<file path="config.mk">
export PLATFORM = sky130hd
export DESIGN_NAME = branch_resolver
export DESIGN_NICKNAME = d
export VERILOG_FILES = /design/src/rtl/branch_resolver.sv
export SDC_FILE = /design/constraint.sdc
export NUM_CORES = 1
export LEC_CHECK = 0
export CORE_MARGIN = 2
export CORE_UTILIZATION = 45
export CTS_BUF_LIST = sky130_fd_sc_hd__clkbuf_16
export CTS_CLUSTER_DIAMETER = 120
export DETAILED_ROUTE_END_ITERATION = 16
export HOLD_SLACK_MARGIN = 0.12
export PLACE_DENSITY = 0.83
export SLEW_MARGIN = 20
export SYNTH_ARGS = -nofsm -noshare
export SYNTH_HDL_FRONTEND = slang
export SYNTH_SLANG_ARGS = --single-unit
</file>
<file path="constraint.sdc">
create_clock -name clk -period 11.2 [get_ports clk]
set_input_delay 2.24 -clock clk [delete_from_list [all_inputs] [get_ports clk]]
set_output_delay 2.24 -clock clk [all_outputs]
set_load 0.02 [all_outputs]
</file>
<file path="src/rtl/branch_resolver.sv">
// Conditional branch resolver: evaluates a condition code against the flags and
// returns the next PC through a one-entry valid/ready output stage.
// Flag bit order on alu_flags/cur_flags: [3]=Z, [2]=N, [1]=V, [0]=C.
module branch_resolver #(
  parameter int unsigned INSN_BYTES = 4
) (
  input  logic        clk,
  input  logic        reset_n,
  input  logic        flags_we,
  input  logic [3:0]  alu_flags,
  input  logic        br_valid,
  output logic        br_ready,
  input  logic [3:0]  br_cond,
  input  logic [31:0] br_pc,
  input  logic [31:0] br_offset,
  output logic        res_valid,
  input  logic        res_ready,
  output logic        res_taken,
  output logic [31:0] res_target,
  output logic [3:0]  cur_flags
);

  typedef enum logic {S_EMPTY = 1'b0, S_FULL = 1'b1} state_t;

  state_t      r_state;
  logic [3:0]  r_flags;
  logic        r_taken;
  logic [31:0] r_target;

  logic [3:0]  w_flags;
  logic        w_z, w_n, w_v, w_c;
  logic        w_taken;
  logic        w_accept;
  logic [31:0] w_target;

  assign res_valid  = (r_state == S_FULL);
  assign res_taken  = r_taken;
  assign res_target = r_target;
  assign cur_flags  = r_flags;
  assign br_ready   = !res_valid || res_ready;
  assign w_accept   = br_valid && br_ready;

  // Same-cycle ALU flags bypass the flags register when it is being written.
  assign w_flags = flags_we ? alu_flags : r_flags;
  assign w_z = w_flags[3];
  assign w_n = w_flags[2];
  assign w_v = w_flags[1];
  assign w_c = w_flags[0];

  always_comb begin
    w_taken = 1'b0;
    unique case (br_cond)
      4'd0:  w_taken = w_z;
      4'd1:  w_taken = !w_z;
      4'd2:  w_taken = w_c;
      4'd3:  w_taken = !w_c;
      4'd4:  w_taken = w_n;
      4'd5:  w_taken = !w_n;
      4'd6:  w_taken = w_v;
      4'd7:  w_taken = !w_v;
      4'd8:  w_taken = w_c && !w_z;
      4'd9:  w_taken = !w_c || w_z;
      4'd10: w_taken = (w_n == w_v);
      4'd11: w_taken = (w_n != w_v);
      4'd12: w_taken = !w_z && (w_n == w_v);
      4'd13: w_taken = w_z || (w_n != w_v);
      4'd14: w_taken = 1'b1;
      4'd15: w_taken = 1'b0;
      default: w_taken = 1'b0;
    endcase
  end

  assign w_target = br_pc + (w_taken ? br_offset : 32'(INSN_BYTES));

  always_ff @(posedge clk or negedge reset_n) begin
    if (!reset_n) begin
      r_state  <= S_EMPTY;
      r_flags  <= '0;
      r_taken  <= 1'b0;
      r_target <= '0;
    end else begin
      if (flags_we) r_flags <= alu_flags;
      if (w_accept) begin
        r_taken  <= w_taken;
        r_target <= w_target;
      end
      unique case (r_state)
        S_EMPTY: if (w_accept) r_state <= S_FULL;
        S_FULL:  if (res_ready && !w_accept) r_state <= S_EMPTY;
        default: r_state <= S_EMPTY;
      endcase
    end
  end

endmodule

</file>
==> run summary, run 1 <==
Post-Syn Area: 0.00345 mm²
CP required: 11400 ps
most frequent cells in the layout: clkdlybuf4s50_1, nand2_1, dfrtp_1
Adder-Cell Fraction of Synth Area: 0.118
leading area contributor after synthesis: dfrtp_1
sequential share of the synthesized area: 0.276
Compound-Gate Fraction of Synth Area: 0.257
Final Slew Violations: 0
Synth Area in Simple Gates: 0.217
Nets: 631
synth unique cells: 62
root buf cell: clkbuf_16
I/O pin total: 116
global route overflow: 0
Place WS: 4160 ps
design area: 0.00480 mm²
antenna cells: 0
number of global-route vias before repair: 3410
Final Worst Setup Slack: 4380 ps
post-detail-place hpwl: 7230 µm
P_leak: 2.17 nW
dominant synthesized flop cell: dfrtp_1
commonest non-fill, non-tap cell in the layout: clkdlybuf4s50_1
hold_buf cts: 0
RSZ-0062 raised after global routing: no
worst min-delay path class: reg -> reg
synthesized area per cell: 8.28 µm²
post-synthesis register bit count: 38
setup repair bufs after CTS: 0
clk buf depth: 2
post-synth top area share: 0.276
iteration-0 DRC count of the detailed router: 155
largest family of logic cells by synthesized area: compound AO/OA/AOI/OAI gates
DR pass1 iterations: 4
reg-to-reg slack, setup: 6640 ps
xor-xnor portion of the synthesized cell area: 0.0683
worst slew pin tran: 979 ps
crit path DAT: 7020 ps
Vias/cell: 5.59
worst-path cell chain: clkdlybuf4s50_1, mux2i_1, xnor2_2, xnor2_1, o211ai_2, a21oi_2, nor2_1, buf_4, and2_1, ha_1, nand4_1, or3_1, o221ai_1, nor3_1, o211ai_1, nand4_1, a211o_1, a31oi_1
Clock Sinks: 38
final wirelength: 9430 µm
Final Cycle Share: 0.609
final setup fails: 0
num rows: 31
die area: 0.00837 mm²
CTS Buf Count: 5
hold depth: 2
via count: 3477
FFs w/ async S/R, synth: 1.00
EDFF count, synth: 0
mux share of post-synthesis cell area: 0.0276
share of post-route cells with drive strength above 1: 0.0421
DP Cell Count: 614
Port Buffers: 115
most frequent cell on the critical path: nand4_1
Reg2Reg Depth: 17
Area growth syn-to-layout: 39.3%
Critical Path End Type: register
Worst Setup Start Kind: input port
crit path kind: in -> reg
TritonCTS clock tree: done
net count after synthesis: 525
wire per inst: 15.2 µm
Final Non-Filler Cells: 622
H-tree lvl count: 2
Hold Vio Cnt, Final: 0
synth top area cells: dfrtp_1, ha_1, and2_1
hold slack: 473 ps
Clock Skew: 7.75 ps
Post-CTS Resized: 0
Max Cap Viol: 0
cell area power density: 143 mW/mm²
Horiz. Die Dim: 91.5 µm
Slowest-stage cell, CP: nor2_1
Max IR drop VDD: 0.0640 mV
Initial Util: 0.470
Die Y: 91.5 µm
Slew headroom: 0.345
placed cell area: 0.00466 mm²
CORE AREA: 0.00733 mm²
largest net degree at the start of global routing: 68
GP Congestion: 0.877
sum of negative setup slack: 0 ps
HP Start: res_target[1]$_DFFE_PN0P_
first-pass GRT wire length: 15400 µm
Final Power: 687 µW
Final Util: 0.655
crit path max fanout: 18
DRC errors left: 0
ANT nets after route: 0
hold endpoint: res_target[1]$_DFFE_PN0P_
Synth Instances: 416
final critical-path required period: 6820 ps
max incr delay on CP: 740 ps
synth warn: 0
Worst-Skew Late Latency: 280 ps
reg2reg end: res_target[31]$_DFFE_PN0P_
GRT Overall Usage: 0.223
run status: complete, no violations
initial antenna violation count: 0
CTS clk-pin slew, worst paths: 60 ps
FMAX: 147 MHz
RR Startpoint: cur_flags[1]$_DFF_PN0_
## report_power, final
group          switching [mW]  total, mW  internal (mW)
registers              0.0206      0.193          0.172
clock network          0.0572      0.138         0.0806
logic                   0.187      0.356          0.170
## routing by layer
layer	track usage	up-vias	part of all wire
met5	0	-	0
met4	0.0593	0	0.0098
met3	0.0398	10	0.062
met2	0.384	132	0.49
met1	0.287	1619	0.43
li1	-	1716	-
## state kept, by name (all words and copies together), names as in the netlist
register    flops
res_valid       1
cur_flags       4
res_target     32
res_taken       1
## Yosys cell counts (5+ instances only)
| library cell | count |
|---|---|
| or3_1 | 6 |
| and3_1 | 5 |
| nand3_1 | 8 |
| and2_1 | 34 |
| o21ai_1 | 11 |
| o21ai_0 | 25 |
| clkbuf_1 | 12 |
| inv_1 | 15 |
| a21oi_1 | 29 |
| dfrtp_1 | 38 |
| nand2b_1 | 5 |
| xor2_1 | 11 |
| nor2_1 | 14 |
| a31oi_1 | 7 |
| xnor2_1 | 14 |
| nor3_1 | 6 |
| mux2i_1 | 7 |
| nand2_1 | 52 |
| o211ai_1 | 6 |
| ha_1 | 31 |
| a21o_1 | 20 |
## logic make-up after synthesis
group / after synthesis
xor+xnor: 26
compound gates: 133
flops: 38
fa+ha+maj: 32
buf+inv: 32
mux: 9
simple gates: 146
## worst max path at each step
stage / start / endpoint / slack (ps) / cells past startpoint
after global routing: flags_we / res_target[21]$_DFFE_PN0P_ / 3990 / 17
after detailed placement: flags_we / res_target[16]$_DFFE_PN0P_ / 4160 / 18
after floorplan: flags_we / res_target[16]$_DFFE_PN0P_ / 5360 / 18
after CTS: flags_we / res_target[29]$_DFFE_PN0P_ / 4440 / 18
after global placement: flags_we / res_target[21]$_DFFE_PN0P_ / 4270 / 16
final: flags_we / res_target[31]$_DFFE_PN0P_ / 4380 / 18
## cell type report
type,count,area (µm²)
clock inverter,3,12.5
multi-input combinational,346,2380
sequential,38,951
inverter,15,56.3
fill,615,2530
tap,99,124
timing repair buffer,116,1150
clock buffer,5,125
## critical path: cells and delay by family
kind                     cells  cell delay, ps
AO/OA/AOI/OAI                6            1080
XOR/XNOR                     2             310
adder cells (fa/ha/maj)      1             280
buffers and inverters        2             920
multiplexers                 1             410
AND/OR/NAND/NOR              6            1790
(Power assumes the default switching activity.)
==> inputs of run 2 (changes only) <==
CORE_UTILIZATION = 42   (was 45)
PLACE_DENSITY = 0.82   (was 0.83)
clock period = 5.89 ns   (was 11.2 ns; I/O delays follow)
==> run 2 against run 1 <==
Net effect: routed wire length fell by 3.4%; sequential power grew 89%; setup slack lost 4000 ps; clock skew down 0.55 ps; first-iteration DRC count shrank 9.0%; die area up 6.8%; register-to-register slack worse by 5000 ps; count of clock-buffer cells in the layout stayed put; utilization shrank 6.0 points; sequential cell count did not move; hold slack gained 7.6 ps.
==> run summary, run 2 (same netlist as run 1, synthesis figures left out) <==
final setup fails: 0
initial antenna violation count: 0
Psw: 488 µW
design area: 0.00481 mm²
Final Power: 1.29 mW
iteration-0 DRC count of the detailed router: 141
reg2reg end: res_target[16]$_DFFE_PN0P_
cell area power density: 268 mW/mm²
root buf cell: clkbuf_16
CTS Buf Count: 5
crit path kind: in -> reg
TritonCTS clock tree: done
Clock Sinks: 38
Slowest-stage cell, CP: clkdlybuf4s50_1
global route overflow: 0
crit path max fanout: 6
run status: complete, no violations
CORE AREA: 0.00809 mm²
end of the critical path: res_target[16]$_DFFE_PN0P_
Worst-Skew Late Latency: 280 ps
RSZ-0062 raised after global routing: no
Reg power frac: 0.281
Final Util: 0.595
most frequent cell on the critical path: mux2i_1
sum of negative setup slack: 0 ps
Area growth syn-to-layout: 39.7%
Place WS: 177 ps
Initial Util: 0.426
combinational power share: 0.521
Critical Path End Type: register
share of post-route cells with drive strength above 1: 0.0439
final wirelength: 9110 µm
Clock Skew: 7.20 ps
largest net degree at the start of global routing: 68
CP required: 6020 ps
Max IR drop VDD: 0.105 mV
Worst Setup Start Kind: input port
Die Y: 94.6 µm
Fill cells: 724
hold depth: 2
crit path DAT: 5600 ps
worst-path cell chain: clkdlybuf4s50_1, mux2i_2, xnor2_2, mux2i_1, o211ai_2, a21oi_2, nor2_1, and2_1, ha_1, fa_1, a21o_1, a221oi_2, nor4_2, o311ai_1, a21boi_0, o21ai_1, mux2i_1, o311ai_0
hold slack: 480 ps
post-detail-place hpwl: 7110 µm
max incr delay on CP: 600 ps
DR pass1 iterations: 4
H-tree lvl count: 2
clk buf depth: 2
GRT Overall Usage: 0.203
num rows: 33
CTS clk-pin slew, worst paths: 60 ps
Port Buffers: 115
worst slew pin tran: 899 ps
Max Cap Viol: 0
Slew headroom: 0.401
most frequent cells in the layout: clkdlybuf4s50_1, nand2_1, dfrtp_1
Clk pwr share: 0.198
GP Congestion: 0.881
Final Non-Filler Cells: 629
Final Slew Violations: 0
hold_buf cts: 0
number of global-route vias before repair: 3305
worst min-delay path class: reg -> reg
P_leak: 2.18 nW
CP startpoint: flags_we
final critical-path required period: 5470 ps
FMAX: 183 MHz
antenna cells: 0
commonest non-fill, non-tap cell in the layout: clkdlybuf4s50_1
Hold Vio Cnt, Final: 0
ANT nets after route: 0
wire per inst: 14.5 µm
P_int: 804 µW
Post-CTS Resized: 0
reg-to-reg slack, setup: 1630 ps
setup repair bufs after CTS: 0
RR Startpoint: cur_flags[2]$_DFF_PN0_
DP Cell Count: 621
placed cell area: 0.00467 mm²
I/O pin total: 116
die area: 0.00894 mm²
first-pass GRT wire length: 14800 µm
Nets: 632
Horiz. Die Dim: 94.6 µm
max reg flops: 32
Final Cycle Share: 0.928
DRC errors left: 0
Vias/cell: 5.44
switch share: 0.378
Reg2Reg Depth: 17
via count: 3423
Final Worst Setup Slack: 423 ps
-- run 2: worst min path at each step --
stage	to	slack (ps)	start
2_1_floorplan	res_target[23]$_DFFE_PN0P_	580	res_target[23]$_DFFE_PN0P_
3_3_place_gp	res_target[1]$_DFFE_PN0P_	460	res_target[1]$_DFFE_PN0P_
3_5_place_dp	res_target[4]$_DFFE_PN0P_	470	res_target[4]$_DFFE_PN0P_
4_1_cts	res_target[4]$_DFFE_PN0P_	480	res_target[4]$_DFFE_PN0P_
5_1_grt	res_target[2]$_DFFE_PN0P_	500	res_target[2]$_DFFE_PN0P_
6_report	res_target[4]$_DFFE_PN0P_	480	res_target[4]$_DFFE_PN0P_
-- run 2: cell type report --
| cell class | count | area (µm²) | area share |
|---|---|---|---|
| Clock inverter | 3 | 12.5 | 0.00260 |
| Clock buffer | 5 | 125 | 0.0260 |
| Inverter | 15 | 56.3 | 0.0117 |
| Sequential cell | 38 | 951 | 0.198 |
| Timing Repair Buffer | 117 | 1160 | 0.241 |
| Multi-Input combinational cell | 346 | 2380 | 0.494 |
| Tap cell | 105 | 131 | 0.0273 |
-- run 2: routing by layer --
layer / track usage / share of wire / vias to the layer above
li1: - / - / 1719
met1: 0.258 / 0.45 / 1575
met2: 0.364 / 0.49 / 118
met3: 0.0239 / 0.052 / 11
met4: 0.0543 / 0.012 / 0
met5: 0 / 0 / -
-- run 2: critical path, delay by kind of cell --
kind | cells | cell delay, ps
AND/OR/NAND/NOR | 3 | 430
AO/OA/AOI/OAI | 8 | 1730
XOR/XNOR | 1 | 180
buffers and inverters | 1 | 600
adder cells (fa/ha/maj) | 2 | 630
multiplexers | 3 | 840
-- run 2: power groups by stage --
stage	Sequential, mW	Clock (mW)	Combinational (mW)
after detailed placement	0.369	0	0.669
after CTS	0.364	0.262	0.674
after global placement	0.367	0	0.658
final	0.364	0.256	0.674
after floorplan	0.448	0	0.323
after global routing	0.372	0.277	0.734
